<file path="config.mk">
export PLATFORM = sky130hd
export DESIGN_NAME = spart_io_sched
export DESIGN_NICKNAME = d
export VERILOG_FILES = /design/src/rtl/spart_pkg.sv /design/src/rtl/spart_tx_fifo.sv /design/src/rtl/spart_io_sched.sv
export SDC_FILE = /design/constraint.sdc
export NUM_CORES = 1
export LEC_CHECK = 0
export CORE_MARGIN = 3
export CORE_UTILIZATION = 55
export DETAILED_ROUTE_END_ITERATION = 8
export PLACE_DENSITY_LB_ADDON = 0.08
export SLEW_MARGIN = 30
export SYNTH_ARGS = -nofsm -noshare
export SYNTH_HDL_FRONTEND = slang
export SYNTH_SLANG_ARGS = --single-unit
</file>
<file path="constraint.sdc">
create_clock -name clk -period 3.83 [get_ports clk]
set_input_delay 0.766 -clock clk [delete_from_list [all_inputs] [get_ports clk]]
set_output_delay 0.766 -clock clk [all_outputs]
set_load 0.02 [all_outputs]
</file>
<file path="src/rtl/spart_pkg.sv">
// ---------------------------------------------------------------------------
// spart_pkg : shared states, bus addresses and defaults for the SPART sequencer
// Rev 1.0
// ---------------------------------------------------------------------------
`default_nettype none

package spart_pkg;

  typedef enum logic [2:0] {
    CFG_LO = 3'd0,
    CFG_HI = 3'd1,
    IDLE   = 3'd2,
    RD     = 3'd3,
    WR     = 3'd4,
    HOLD   = 3'd5
  } state_t;

  localparam logic [1:0]  ADDR_DATA = 2'b00;
  localparam logic [1:0]  ADDR_STAT = 2'b01;
  localparam logic [1:0]  ADDR_DBL  = 2'b10;
  localparam logic [1:0]  ADDR_DBH  = 2'b11;

  localparam int          BYTE_W           = 8;
  localparam logic [15:0] BAUD_DIV_DEFAULT = 16'd325;

endpackage

`default_nettype wire

</file>
<file path="src/rtl/spart_tx_fifo.sv">
// ---------------------------------------------------------------------------
// spart_tx_fifo : synchronous byte FIFO with wrapping pointers and occupancy count
// Rev 1.0
// ---------------------------------------------------------------------------
`default_nettype none

module spart_tx_fifo
  import spart_pkg::*;
#(
  parameter int TX_DEPTH = 4
) (
  input  logic              clk,
  input  logic              rst,
  input  logic              push,
  input  logic [BYTE_W-1:0] din,
  input  logic              pop,
  output logic              full,
  output logic              empty,
  output logic [BYTE_W-1:0] head
);

  localparam int PW = $clog2(TX_DEPTH);

  logic [BYTE_W-1:0] mem [TX_DEPTH];
  logic [PW-1:0]     wr_ptr;
  logic [PW-1:0]     rd_ptr;
  logic [PW:0]       count;
  logic              do_push;
  logic              do_pop;

  assign full    = (count == (PW+1)'(TX_DEPTH));
  assign empty   = (count == '0);
  assign do_push = push && !full;
  assign do_pop  = pop && !empty;
  assign head    = mem[rd_ptr];

  always_ff @(posedge clk or negedge rst) begin
    if (!rst) begin
      wr_ptr <= '0;
      rd_ptr <= '0;
      count  <= '0;
    end else begin
      if (do_push) wr_ptr <= wr_ptr + 1'b1;
      if (do_pop)  rd_ptr <= rd_ptr + 1'b1;
      count <= count + (PW+1)'(do_push) - (PW+1)'(do_pop);
    end
  end

  // Storage needs no reset: occupancy alone decides what is readable.
  always_ff @(posedge clk) begin
    if (do_push) mem[wr_ptr] <= din;
  end

endmodule

`default_nettype wire

</file>
<file path="src/rtl/spart_io_sched.sv">
// ---------------------------------------------------------------------------
// spart_io_sched : SPART bus sequencer (baud setup, RX reads, queued TX writes)
// Rev 1.0
// ---------------------------------------------------------------------------
`default_nettype none

module spart_io_sched
  import spart_pkg::*;
#(
  parameter logic [15:0] BAUD_DIV = BAUD_DIV_DEFAULT,
  parameter int          TX_DEPTH = 4,
  parameter int          HOLD_CYC = 2
) (
  input  logic       clk,
  input  logic       rst,
  input  logic       cfg_req,
  input  logic       rda,
  input  logic       tbr,
  output logic       iocs,
  output logic       iorw,
  output logic [1:0] ioaddr,
  output logic [7:0] db_out,
  output logic       db_oe,
  input  logic [7:0] db_in,
  input  logic [7:0] tx_byte,
  input  logic       tx_valid,
  output logic       tx_ready,
  output logic [7:0] rx_byte,
  output logic       rx_valid,
  output logic       cfg_done,
  output logic [7:0] rda_stuck_cnt
);

  localparam int HW = $clog2(HOLD_CYC + 1);

  state_t        state;
  state_t        state_nxt;
  logic [HW-1:0] hold_cnt;
  logic          after_rd;
  logic          iocs_dec;
  logic          db_oe_dec;
  logic          fifo_pop;
  logic          fifo_full;
  logic          fifo_empty;
  logic [7:0]    fifo_head;

  spart_tx_fifo #(.TX_DEPTH(TX_DEPTH)) u_fifo (
    .clk   (clk),
    .rst   (rst),
    .push  (tx_valid),
    .din   (tx_byte),
    .pop   (fifo_pop),
    .full  (fifo_full),
    .empty (fifo_empty),
    .head  (fifo_head)
  );

  assign tx_ready = !fifo_full;

  // Strobes are qualified by rst so the bus is released the moment reset falls.
  assign iocs  = iocs_dec && rst;
  assign db_oe = db_oe_dec && rst;

  always_ff @(posedge clk or negedge rst) begin
    if (!rst) state <= CFG_LO;
    else      state <= state_nxt;
  end

  always_comb begin
    state_nxt = state;
    iocs_dec  = 1'b0;
    iorw      = 1'b1;
    ioaddr    = ADDR_STAT;
    db_out    = 8'h00;
    db_oe_dec = 1'b0;
    fifo_pop  = 1'b0;
    case (state)
      CFG_LO: begin
        iocs_dec  = 1'b1;
        iorw      = 1'b0;
        ioaddr    = ADDR_DBL;
        db_out    = BAUD_DIV[7:0];
        db_oe_dec = 1'b1;
        state_nxt = CFG_HI;
      end
      CFG_HI: begin
        iocs_dec  = 1'b1;
        iorw      = 1'b0;
        ioaddr    = ADDR_DBH;
        db_out    = BAUD_DIV[15:8];
        db_oe_dec = 1'b1;
        state_nxt = IDLE;
      end
      IDLE: begin
        if (cfg_req)                             state_nxt = CFG_LO;
        else if (cfg_done && rda)                state_nxt = RD;
        else if (cfg_done && tbr && !fifo_empty) state_nxt = WR;
      end
      RD: begin
        iocs_dec  = 1'b1;
        ioaddr    = ADDR_DATA;
        state_nxt = HOLD;
      end
      WR: begin
        iocs_dec  = 1'b1;
        iorw      = 1'b0;
        ioaddr    = ADDR_DATA;
        db_out    = fifo_head;
        db_oe_dec = 1'b1;
        fifo_pop  = 1'b1;
        state_nxt = HOLD;
      end
      HOLD: begin
        if (hold_cnt == '0) state_nxt = IDLE;
      end
      default: state_nxt = CFG_LO;
    endcase
  end

  always_ff @(posedge clk or negedge rst) begin
    if (!rst) begin
      rx_byte       <= 8'h00;
      rx_valid      <= 1'b0;
      cfg_done      <= 1'b0;
      rda_stuck_cnt <= 8'h00;
      hold_cnt      <= '0;
      after_rd      <= 1'b0;
    end else begin
      rx_valid <= (state == RD);
      if (state == RD) rx_byte <= db_in;

      if (state == CFG_HI)                cfg_done <= 1'b1;
      else if (state == IDLE && cfg_req)  cfg_done <= 1'b0;

      if (state == RD || state == WR) begin
        hold_cnt <= HW'(HOLD_CYC - 1);
        after_rd <= (state == RD);
      end else if (state == HOLD && hold_cnt != '0) begin
        hold_cnt <= hold_cnt - 1'b1;
      end

      // rda still high once status has settled after a read means the
      // receiver is producing faster than it is being drained.
      if (state == HOLD && hold_cnt == '0 && after_rd && rda &&
          rda_stuck_cnt != 8'hFF)
        rda_stuck_cnt <= rda_stuck_cnt + 8'd1;
    end
  end

endmodule

`default_nettype wire

</file>
==> flow_metrics.tcl <==
set metrics [dict create \
    synth_fp_nets 222 \
    postCtsSetupRepairBufs 0 \
    synth-async-reset-ratio_pct 49.2 \
    crit_type "reg2out" \
    setup_viol 0 \
    synth_cell_types 42 \
    routedWlPerCell_um 16.4 \
    yosysTopAreaCell "edfxtp_1" \
    cap_violations 0 \
    hold_viol 0 \
    numCtsBuffers 9 \
    whs_ps 499 \
    tritoncts "built" \
    min_from "hold_cnt[1]" \
    regArea_um2 1740 \
    port-buffer-count 53 \
    startpoint "u_fifo.rd_ptr[0]" \
    dp_hpwl_um 3830 \
    reg2reg_from "state[2]" \
    crit_required_ps 3060 \
    p_per_area_nw_per_um2 767 \
    path_buf_inv 1 \
    avgViaCountPerCell 5.45 \
    syn_avg_cell_area_um2 14.6 \
    rsz0062_at_grt "false" \
    nFillCells 329 \
    synthesis.area_um2 2790 \
    antenna_found_initial 0 \
    clock_latency_ps 330 \
    grt_overflow 0 \
    finalInstanceArea_um2 3560 \
    drive_gt1_share_pct 17.2 \
    initial_core_util_pct 57.8 \
    max_stage_delay_ps 710 \
    io_pins 54 \
    worstPathCellList "mux4_2 > a31o_2 > clkdlybuf4s50_1" \
    fin_crit_ps 3160 \
    placementRows 25 \
    postSynthCellCount 191 \
    dpl_cell_area_um2 3380 \
    synth_area_leaders "edfxtp_1, dfrtp_1, mux4_2" \
    yosys_warnings 0 \
    p_leak_nw 1.42 \
    startpoint_type "flop" \
    clockBufferDepth 2 \
    place_ws_ps 821 \
    die_w_um 77.2 \
    core_area_um2 4820 \
    area.growth.synth_to_final_pct 27.9 \
    detail_route.iter0.violations 147 \
    routed_wl_um 5290 \
    drc 0 \
    synth_top_area_share_pct 34.5 \
    vdd_drop_max_uv 468 \
    path_clk_slew_ps 70 \
    critPathArrivalTime_ps 2390 \
    hold_class "reg2reg" \
    first_global_vias 1803 \
    die_area_um2 5960 \
    synth_common_cells "edfxtp_1, dfrtp_1, nand2_1" \
    dieHeight_um 77.2 \
    ys_seq_area_share_pct 62.3 \
    vias 1759 \
    cp_slowest_cell "dfrtp_1" \
    fin_util_pct 74.0 \
    status "finished, final reports clean" \
    max_freq_mhz 317 \
    cts.sinks 63 \
    clock_tree.root_cell "clkbuf_8" \
    drtAntennaViolNets 0 \
    worst_setup_path_end_kind "output pin" \
    grt_max_degree 18 \
    final_max_slew_viol_count 0 \
    multi_input_comb_area_um2 970 \
    synth_ff_type "edfxtp_1" \
    ys_ff_latch 63 \
    num_antenna_cells 0 \
    worst-path-max-fanout 10 \
    first_pass_iters 4 \
    final_nets 282 \
    grt_usage_pct 19.5 \
    synthMostInstantiatedCell "edfxtp_1" \
    period_share_pct 82.4 \
    synth_edf_count 32 \
    finClkSkew_ps 14.0 \
    tns_ps 0 \
    cts_hold_buf 0 \
    grt_pass1_wl_um 8830 \
    gp_congestion 0.807 \
    slew_headroom_pct 61.5 \
    tightest_slew_ps 578 \
    layout_setup_ws_ps 674 \
    post_cts_resized 0 \
    ctsHtreeMaxLevel 3 \
    crit_family "flip-flops" \
]
per-layer routing:
metal	track usage, %	up-vias	share of wire [%]
li1	-	828	-
met1	23.8	879	42
met2	32.8	48	53
met3	5.52	4	4.3
met4	7.65	0	0.81
met5	0	-	0
report_power, final:
part	switching, W	total (W)	leakage, nW	internal, W
Sequential	0.000193	0.00112	0.679	0.000922
Clock	0.000244	0.000538	0.0941	0.000295
Combinational	0.000521	0.00108	0.652	0.000558
Total	0.000959	0.00273	1.42	0.00177
kinds of logic (layout without fill, tap and decap cells):
family                   Yosys count  after routing  synth area share [%]
XOR/XNOR                           6              6                  1.89
AO/OA/AOI/OAI                     24             24                  5.70
buffers and inverters             17             82                  2.87
adder cells (fa/ha/maj)            9              9                  4.31
AND/OR/NAND/NOR                   50             50                  10.6
flip-flops                        63             63                  62.3
multiplexers                      22             22                  12.3
cell type report:
| type | instances | area share (%) |
|---|---|---|
| Tap cell | 67 | 2.35 |
| Timing Repair Buffer | 55 | 15.3 |
| Clock inverter | 7 | 1.79 |
| Sequential cell | 63 | 48.7 |
| Inverter | 11 | 1.16 |
| Clock buffer | 9 | 3.47 |
| Multi-Input combinational cell | 111 | 27.2 |
worst min-delay path: cells and delay by family, from the launching register on:
family	cells	cell delay [ps]
AOI/OAI and AO/OA	1	60
DFF	1	360
and+or+nand+nor	1	50
path summary, 6_finish.rpt:
check	end	cells past startpoint	slack (ps)
setup / recovery	db_out[0]	3	670
hold / removal	hold_cnt[1]	2	500
setup reg to reg	u_fifo.count[2]	9	1170
hold reg to reg	hold_cnt[1]	2	500
max in group asynchronous	state[1]	3	2590
min in group asynchronous	rx_byte[4]	2	760
state kept, by name, indices dropped and copies added, names as in the netlist:
signal,count
rda_stuck_cnt,8
after_rd,1
rx_valid,1
u_fifo.count,3
u_fifo.mem,32
hold_cnt,2
cfg_done,1
u_fifo.rd_ptr,2
state,3
u_fifo.wr_ptr,2
rx_byte,8
metrics by stage:
stage                     std cells  total power [W]
final                           323          0.00273
after global routing            323          0.00292
after CTS                       323          0.00276
after detailed placement        307          0.00222
after global placement          307          0.00216
after floorplan                 191          0.00179
cell usage in the layout, fill, tap and decap left out, types with 2 or more instances in the layout:
cell type,instances
o21a_1,4
nand2_1,14
a21oi_1,4
a31oi_1,3
and2b_1,3
o31ai_1,3
edfxtp_1,32
xnor2_1,4
clkdlybuf4s50_1,53
nand3_1,4
nor2_1,6
mux4_2,8
nor2b_1,3
clkinv_2,2
ha_1,8
nor3_1,3
mux2_2,13
and3_1,5
clkinv_1,2
dfrtp_1,31
inv_1,11
xor2_1,2
nand4_1,2
o21ai_0,5
clkbuf_8,9
buf_4,2
(Power assumes the default switching activity.)
